===== src/rtl/ftoi.sv =====
`timescale 1ns/1ps
// ftoi: IEEE-754 single to signed 32-bit integer, round-to-nearest-even, saturating with ovf flag.
// Latency: two registered stages, one result per cycle when ready_out is held high.
// Backpressure: valid/ready; each stage advances only when it is empty or its successor advances.
module ftoi #(
  parameter int NSTAGE = 2
) (
  input  logic        clk,
  input  logic        rstn,
  input  logic [31:0] x,
  input  logic        valid_in,
  output logic        ready_in,
  output logic [31:0] y,
  output logic        ovf,
  output logic        valid_out,
  input  logic        ready_out
);

  // Only the two-stage arrangement is implemented; any other depth is a configuration error.
  if (NSTAGE != 2) begin : g_nstage_check
    $error("ftoi: NSTAGE must be 2");
  end

  typedef enum logic [1:0] {
    CLS_ZERO = 2'd0,  // zero or denormal, both convert to exactly 0
    CLS_NORM = 2'd1,
    CLS_INF  = 2'd2,
    CLS_NAN  = 2'd3
  } cls_t;

  // Stage-1 registers: decoded operand
  logic        r_v1;
  logic        r_s1;
  cls_t        r_cls1;
  logic [7:0]  r_e1;
  logic [23:0] r_ma1;

  // Stage-2 registers: final result
  logic        r_v2;
  logic [31:0] r_y;
  logic        r_ovf;

  // Handshake and datapath wires
  logic        w_en1;
  logic        w_en2;
  cls_t        w_cls;
  logic [7:0]  w_rsh;
  logic [7:0]  w_lsh;
  logic [47:0] w_ext;
  logic        w_guard;
  logic        w_sticky;
  logic        w_rnd;
  logic [31:0] w_mag;
  logic [31:0] w_sint;
  logic [31:0] w_y;
  logic        w_ovf;

  assign w_en2    = ~r_v2 | ready_out;
  assign w_en1    = ~r_v1 | w_en2;
  assign ready_in = w_en1;

  assign y         = r_y;
  assign ovf       = r_ovf;
  assign valid_out = r_v2;

  // Classify the incoming operand from its exponent and mantissa fields
  always_comb begin
    w_cls = CLS_NORM;
    if (x[30:23] == 8'd0) begin
      w_cls = CLS_ZERO;
    end else if (x[30:23] == 8'hFF) begin
      w_cls = (x[22:0] == 23'd0) ? CLS_INF : CLS_NAN;
    end
  end

  // Stage 1: capture sign, class, exponent and mantissa with hidden bit
  always_ff @(posedge clk or negedge rstn) begin
    if (!rstn) begin
      r_v1   <= 1'b0;
      r_s1   <= 1'b0;
      r_cls1 <= CLS_ZERO;
      r_e1   <= 8'd0;
      r_ma1  <= 24'd0;
    end else if (w_en1) begin
      r_v1 <= valid_in;
      if (valid_in) begin
        r_s1   <= x[31];
        r_cls1 <= w_cls;
        r_e1   <= x[30:23];
        r_ma1  <= {1'b1, x[22:0]};
      end
    end
  end

  // Exponent 150 puts the mantissa LSB at weight 1: above it shift left, below it shift right.
  // The right shift runs through a 48-bit window so the guard bit lands at [23] and
  // everything shifted further out is still visible for the sticky OR.
  assign w_rsh    = 8'd150 - r_e1;
  assign w_lsh    = r_e1 - 8'd150;
  assign w_ext    = {r_ma1, 24'd0} >> w_rsh;
  assign w_guard  = w_ext[23];
  assign w_sticky = |w_ext[22:0];
  assign w_rnd    = w_guard & (w_sticky | w_ext[24]);
  // Exponent is capped at 157 on this path, so the rounded magnitude stays below 2^31.
  assign w_mag    = (r_e1 >= 8'd150) ? ({8'd0, r_ma1} << w_lsh)
                                     : ({8'd0, w_ext[47:24]} + {31'd0, w_rnd});
  assign w_sint   = r_s1 ? (~w_mag + 32'd1) : w_mag;

  // Select the stage-2 result: special classes, small/huge magnitudes, or the rounded integer
  always_comb begin
    w_y   = 32'd0;
    w_ovf = 1'b0;
    case (r_cls1)
      CLS_ZERO: begin
        w_y   = 32'd0;
        w_ovf = 1'b0;
      end
      CLS_NAN: begin
        w_y   = 32'h7FFF_FFFF;
        w_ovf = 1'b1;
      end
      CLS_INF: begin
        w_y   = r_s1 ? 32'h8000_0000 : 32'h7FFF_FFFF;
        w_ovf = 1'b1;
      end
      default: begin
        if (r_e1 <= 8'd125) begin
          // |x| < 0.5 always rounds to zero
          w_y   = 32'd0;
          w_ovf = 1'b0;
        end else if (r_e1 >= 8'd158) begin
          if (!r_s1) begin
            w_y   = 32'h7FFF_FFFF;
            w_ovf = 1'b1;
          end else begin
            // -2^31 is representable exactly; anything more negative saturates
            w_y   = 32'h8000_0000;
            w_ovf = ~((r_e1 == 8'd158) && (r_ma1[22:0] == 23'd0));
          end
        end else begin
          w_y   = w_sint;
          w_ovf = 1'b0;
        end
      end
    endcase
  end

  // Stage 2: register the result; hold it while downstream stalls
  always_ff @(posedge clk or negedge rstn) begin
    if (!rstn) begin
      r_v2  <= 1'b0;
      r_y   <= 32'd0;
      r_ovf <= 1'b0;
    end else if (w_en2) begin
      r_v2 <= r_v1;
      if (r_v1) begin
        r_y   <= w_y;
        r_ovf <= w_ovf;
      end
    end
  end

endmodule


===== config.mk =====
export PLATFORM = sky130hd
export DESIGN_NAME = ftoi
export DESIGN_NICKNAME = d
export VERILOG_FILES = /design/src/rtl/ftoi.sv
export SDC_FILE = /design/constraint.sdc
export NUM_CORES = 1
export LEC_CHECK = 0
export CAP_MARGIN = 30
export CELL_PAD_IN_SITES_DETAIL_PLACEMENT = 2
export CELL_PAD_IN_SITES_GLOBAL_PLACEMENT = 2
export CORE_ASPECT_RATIO = 1.4
export CORE_MARGIN = 4
export CORE_UTILIZATION = 40
export DETAILED_ROUTE_END_ITERATION = 10
export PLACE_DENSITY_LB_ADDON = 0.1
export SETUP_SLACK_MARGIN = 0.05
export SKIP_LAST_GASP = 1
export SLEW_MARGIN = 10
export SYNTH_ARGS = -nofsm -noshare
export SYNTH_HDL_FRONTEND = slang
export SYNTH_SLANG_ARGS = --single-unit

===== constraint.sdc =====
create_clock -name clk -period 16.5 [get_ports clk]
set_input_delay 3.3 -clock clk [delete_from_list [all_inputs] [get_ports clk]]
set_output_delay 3.3 -clock clk [all_outputs]
set_load 0.02 [all_outputs]

=== Yosys cells after proc, flatten, opt, wreduce, memory -nomap -nowiden ===
Index checks and enable logic that the tools add are counted.

* Input bits: 36
* Register bits after elaboration: 70
* Output and inout bits: 35
* Logic and storage cells: 51

* Equal/unequal tests: 4
* Bitwise gates (word level): 8
* Reductions and logical operators: 9
* Muxes and demuxes: 13
* Add/subtract/negate cells: 4
* Shifts and indexed selects: 2
* Order comparisons: 3

{| class="wikitable"
|+ Operators with widths
! kind !! number
|-
| $mux W32 || 5
|-
| $pmux W32 S3 || 1
|-
| $shr A48 B8 Y48 || 1
|-
| $logic_not A23 Y1 || 2
|-
| $add A32 B1 Y32 const B || 1
|-
| $not A32 Y32 || 1
|-
| $shl A24 B8 Y32 || 1
|-
| $add A24 B1 Y25 || 1
|-
| $reduce_or A23 Y1 || 1
|-
| $eq A8 B8 Y1 const B || 2
|-
| $ge A8 B8 Y1 const B || 2
|-
| $le A8 B7 Y1 const B || 1
|-
| $logic_not A8 Y1 || 1
|-
| $sub A8 B8 Y8 const A || 1
|-
| $sub A8 B8 Y8 const B || 1
|-
| $eq A2 B2 Y1 const B || 2
|-
| $mux W1 || 4
|-
| $mux W2 || 2
|-
| $reduce_and A2 Y1 || 2
|-
| $not A1 Y1 || 3
|-
| $or A1 B1 Y1 || 3
|-
| $logic_not A2 Y1 || 1
|-
| $pmux W1 S2 || 1
|-
| $reduce_or A2 Y1 || 1
|-
| 2 further kinds || 2
|}

=== Logic depth before layout (Yosys ltp) ===
* Depth after elaboration: 13
* Depth in mapped cells: 28
* Depth with buffers taken out: 20

=== Worst setup path before layout ===
OpenSTA, ideal clock, no wires.

* Path kind: input to output
* Start: input port ready_out
* End: output port ready_in
* Setup slack: 9617 ps
* Cell stages on the path: 1
* Arrival time: 3583 ps
* Path buffers: 0
* Data required time: 13200 ps
* Cell sequence: nand3b_1

* Longest elaborated chain between the ends: 2

{| class="wikitable"
|+ RTL lines
! item !! line !! RTL
|-
| from (decl) || 16 || <nowiki>input logic ready_out</nowiki>
|-
| $or A1 B1 Y1 || 58 || <nowiki>assign w_en2 = ~r_v2 | ready_out;</nowiki>
|-
| $or A1 B1 Y1 || 59 || <nowiki>assign w_en1 = ~r_v1 | w_en2;</nowiki>
|-
| to (decl) || 12 || <nowiki>output logic ready_in,</nowiki>
|}

Every way passes these cells.

=== Final worst setup path ===
Ends and elaborated chain as after synthesis.

==> metrics.txt <==
# TYPE chip_impl_metric gauge
chip_impl_metric{name="boundaryPins",unit=""} 71
chip_impl_info{name="mostFrequentLayoutCells",value="123 x sky130_fd_sc_hd__nand2_1, 91 x sky130_fd_sc_hd__a21oi_1, 86 x sky130_fd_sc_hd__nor2_1"} 1
chip_impl_metric{name="clk_pin_slew_worst_paths",unit="ns"} 0.06
chip_impl_metric{name="floorplan.die_area",unit="um2"} 25500
chip_impl_metric{name="synth-seq-cells",unit=""} 70
chip_impl_metric{name="worst_slack",unit="ns"} 8.64
chip_impl_metric{name="cts.htree.levels",unit=""} 3
chip_impl_info{name="critical_path_startpoint_category",value="primary input"} 1
chip_impl_info{name="min-delay-path-class",value="register to register"} 1
chip_impl_metric{name="tritoncts.num_buffers",unit=""} 9
chip_impl_metric{name="floorplan.rows",unit=""} 65
chip_impl_metric{name="holdBufCountCts",unit=""} 0
chip_impl_info{name="worstPathCellList",value="clkdlybuf4s50_1, nand3b_1, clkdlybuf4s50_1"} 1
chip_impl_metric{name="num_antenna_cells",unit=""} 0
chip_impl_metric{name="critPathArrivalTime",unit="ns"} 4.56
chip_impl_metric{name="worst-path-max-fanout",unit=""} 3
chip_impl_metric{name="final_number_of_max_transition_violations",unit=""} 0
chip_impl_metric{name="mappedNetlistNets",unit=""} 1177
chip_impl_metric{name="worst_hold_slack",unit="ns"} 0.506
chip_impl_metric{name="relSlewSlack",unit="%"} 38.5
chip_impl_metric{name="synth.distinct_cells",unit=""} 106
chip_impl_metric{name="critical_path.max_stage_delay",unit="ns"} 0.63
chip_impl_metric{name="detail_route.wirelength",unit="um"} 39000
chip_impl_metric{name="cts_setup_buffers",unit=""} 0
chip_impl_metric{name="pre_cts_ws",unit="ns"} 8.64
chip_impl_metric{name="synth_async_sr_flop_share",unit="%"} 100
chip_impl_metric{name="postSynthCellCount",unit=""} 1133
chip_impl_metric{name="timing.max_cap.violations",unit=""} 0
chip_impl_metric{name="drc_errors",unit=""} 0
chip_impl_metric{name="dr_total_vias",unit=""} 9516
chip_impl_metric{name="cts_sinks",unit=""} 70
chip_impl_metric{name="layout_worst_path_cycle_share",unit="%"} 47.6
chip_impl_metric{name="placement.cell_area",unit="um2"} 9940
chip_impl_info{name="worst-setup-path-type",value="primary input to output pin"} 1
chip_impl_metric{name="critical_path_required",unit="ns"} 13.20
chip_impl_metric{name="synth.cell_area",unit="um2"} 9180
chip_impl_metric{name="layout-drive-gt1-share",unit="%"} 16.4
chip_impl_info{name="outcome",value="complete, no violations"} 1
chip_impl_metric{name="yosysTopAreaCellShare",unit="%"} 19.1
chip_impl_metric{name="synth.yosys.warnings",unit=""} 0
chip_impl_metric{name="grt_use_total",unit="%"} 30.7
chip_impl_metric{name="area_delta_synth_final",unit="%"} 12.2
chip_impl_metric{name="routed_wirelength_normalized_by_instance_count",unit="um"} 27.0
chip_impl_info{name="path_common_cell",value="sky130_fd_sc_hd__clkdlybuf4s50_1"} 1
chip_impl_info{name="critical_path.slowest_cell",value="sky130_fd_sc_hd__clkdlybuf4s50_1"} 1
chip_impl_metric{name="dp.final_hpwl",unit="um"} 30300
chip_impl_metric{name="fmax",unit="GHz"} 0.127
chip_impl_metric{name="drt-initial-drc-count",unit=""} 473
chip_impl_metric{name="postRouteAntennaNets",unit=""} 0
chip_impl_metric{name="r2r_slack",unit="ns"} 9.56
chip_impl_info{name="ctsRootBufferMaster",value="sky130_fd_sc_hd__clkbuf_16"} 1
chip_impl_info{name="tritoncts",value="done"} 1
chip_impl_metric{name="die_x",unit="um"} 136
chip_impl_metric{name="finalNetCount",unit=""} 1183
chip_impl_metric{name="grt_antenna_before_repair",unit=""} 0
chip_impl_info{name="cpLargestDelayFamily",value="buffers and inverters"} 1
chip_impl_metric{name="grt_first_pass_wirelength",unit="um"} 61200
chip_impl_info{name="dominant_register_cell_in_the_synthesized_netlist",value="sky130_fd_sc_hd__dfrtp_1"} 1
chip_impl_metric{name="insertion_delay",unit="ns"} 0.36
chip_impl_metric{name="grt_start_max_net_pins",unit=""} 71
chip_impl_metric{name="floorplan.core_area",unit="um2"} 22600
chip_impl_metric{name="power.total",unit="uW"} 1430
chip_impl_metric{name="critical_path.n_buffers_inverters",unit=""} 2
chip_impl_metric{name="final_period_demand_of_the_worst_path",unit="ns"} 7.86
chip_impl_metric{name="syn_avg_cell_area",unit="um2"} 8.10
chip_impl_metric{name="first_global_vias",unit=""} 10400
chip_impl_info{name="unrepaired_setup_endpoints_after_global_routing",value="no"} 1
chip_impl_metric{name="cts.repair.resized",unit=""} 0
chip_impl_metric{name="clockBufferDepth",unit=""} 2
chip_impl_metric{name="number_of_flops_mapped_to_enable_cells_by_yosys",unit=""} 0
chip_impl_metric{name="sequential_share_of_the_synthesized_area",unit="%"} 19.1
chip_impl_metric{name="final_hold_viol_count",unit=""} 0
chip_impl_metric{name="first_pass_iters",unit=""} 5
chip_impl_metric{name="initial_utilization",unit="%"} 40.6
chip_impl_metric{name="globalplace.congestion",unit=""} 0.907
chip_impl_metric{name="report.final.setup_viol",unit=""} 0
chip_impl_metric{name="final_total_negative_setup_slack",unit="ns"} 0
chip_impl_metric{name="clock-skew-final",unit="ns"} 0.00484
chip_impl_metric{name="leakagePower",unit="uW"} 0.00393
chip_impl_info{name="endpoint_kind",value="output pin"} 1
chip_impl_metric{name="detail_route.vias_per_cell",unit=""} 6.59
chip_impl_metric{name="power.density_cell_area",unit="nW/um2"} 139
chip_impl_metric{name="die_y",unit="um"} 187
chip_impl_info{name="final_common_cell",value="sky130_fd_sc_hd__nand2_1"} 1
chip_impl_metric{name="irDropWorstVdd",unit="mV"} 0.0521
chip_impl_info{name="post-synth-top-area-cell",value="sky130_fd_sc_hd__dfrtp_1"} 1
chip_impl_info{name="synth_area_leaders",value="sky130_fd_sc_hd__dfrtp_1 19%, sky130_fd_sc_hd__mux2i_1 7.4%, sky130_fd_sc_hd__mux2_2 6.7%"} 1
chip_impl_metric{name="overflow",unit=""} 0
chip_impl_metric{name="max_slew.worst_pin.slew",unit="ns"} 0.923
chip_impl_metric{name="postLayoutCellArea",unit="um2"} 10300
chip_impl_metric{name="portBuffers",unit=""} 70
==> flip-flops by register name, summed over array words and instances, names as in the netlist <==
register,flops
r_cls1,2
r_ma1,24
r_e1,8
r_s1,1
y,32
ovf,1
valid_out,1
r_v1,1
==> report_power, final <==
group	leakage (uW)	total, uW	switching, uW	internal, uW
registers	0.000835	281	69.5	211
clock network	0.000160	222	85.5	137
logic	0.00294	926	571	354
==> logic make-up after synthesis <==
group           synth area share (%)
simple gates                    25.6
xor+xnor                        3.97
flops                           19.1
buf+inv                         5.92
mux                             20.6
compound gates                  23.7
fa+ha+maj                       1.09
==> stage by stage <==
stage / utilization, % / cells
after floorplan: - / 1133
after global placement: 43.9 / 1426
after detailed placement: 44.0 / 1427
after CTS: 45.4 / 1443
after global routing: 45.6 / 1445
final: 45.6 / 1445
==> routing by layer <==
| metal | part of all wire [%] | GRT usage (%) | routed length (um) | vias to the layer above |
|---|---|---|---|---|
| li1 | - | - | - | 4299 |
| met1 | 39 | 35.2 | 15100 | 4889 |
| met5 | 0 | 0 | 0 | - |
| met2 | 53 | 55.2 | 20600 | 234 |
| met4 | 5.6 | 16.6 | 2200 | 0 |
| met3 | 3.0 | 2.99 | 1170 | 94 |
==> synth_stat cells, types with 21 or more instances <==
master / count
sky130_fd_sc_hd__a21oi_1: 91
sky130_fd_sc_hd__and3_1: 21
sky130_fd_sc_hd__clkbuf_1: 54
sky130_fd_sc_hd__dfrtp_1: 70
sky130_fd_sc_hd__mux2_2: 55
sky130_fd_sc_hd__mux2i_1: 68
sky130_fd_sc_hd__mux4_2: 25
sky130_fd_sc_hd__nand2_1: 123
sky130_fd_sc_hd__nand3_1: 44
sky130_fd_sc_hd__nand4_1: 23
sky130_fd_sc_hd__nor2_1: 86
sky130_fd_sc_hd__nor3_1: 39
sky130_fd_sc_hd__o21ai_0: 65
==> cell type report <==
type	instances	area, um2
multi-input cells	954	6920
clock inverters	5	82.6
repair buffers	91	876
clock buffers	11	243
inverters	13	48.8
flip-flops and latches	70	1760
well taps	301	377
fillers	2648	12300
==> worst reg2reg max path: stages (launching register included) <==
cell,delay [ns]
sky130_fd_sc_hd__dfrtp_4,0.81
sky130_fd_sc_hd__inv_1,0.45
sky130_fd_sc_hd__ha_1,0.42
sky130_fd_sc_hd__buf_4,0.41
sky130_fd_sc_hd__mux4_2,0.62
sky130_fd_sc_hd__mux2i_1,0.31
sky130_fd_sc_hd__nor3_1,0.11
sky130_fd_sc_hd__a211oi_1,0.45
sky130_fd_sc_hd__nor2_1,0.10
sky130_fd_sc_hd__nand3_2,0.18
sky130_fd_sc_hd__inv_2,0.10
sky130_fd_sc_hd__ha_1,0.25
sky130_fd_sc_hd__o311ai_2,0.16
sky130_fd_sc_hd__nor2_1,0.20
sky130_fd_sc_hd__and3_2,0.27
sky130_fd_sc_hd__a31oi_1,0.40
sky130_fd_sc_hd__o221a_2,0.36
sky130_fd_sc_hd__nand3_2,0.20
sky130_fd_sc_hd__nor4_4,0.65
sky130_fd_sc_hd__a2111oi_1,0.22
sky130_fd_sc_hd__nor3_2,0.20
==> final timing paths <==
| kind | startpoint | to | cells after the start |
|---|---|---|---|
| max reg2reg | r_e1[0]$_DFFE_PN0P_ | y[25]$_DFFE_PN0P_ | 20 |
| max in group asynchronous | rstn | r_e1[1]$_DFFE_PN0P_ | 2 |
| min in group asynchronous | rstn | y[19]$_DFFE_PN0P_ | 1 |
| min reg2reg | r_v1$_DFFE_PN0N_ | valid_out$_DFFE_PN0P_ | 1 |
| min | r_v1$_DFFE_PN0N_ | valid_out$_DFFE_PN0P_ | 1 |
| max | ready_out | ready_in | 3 |
No activity file was read; power rests on OpenSTA's default activity.
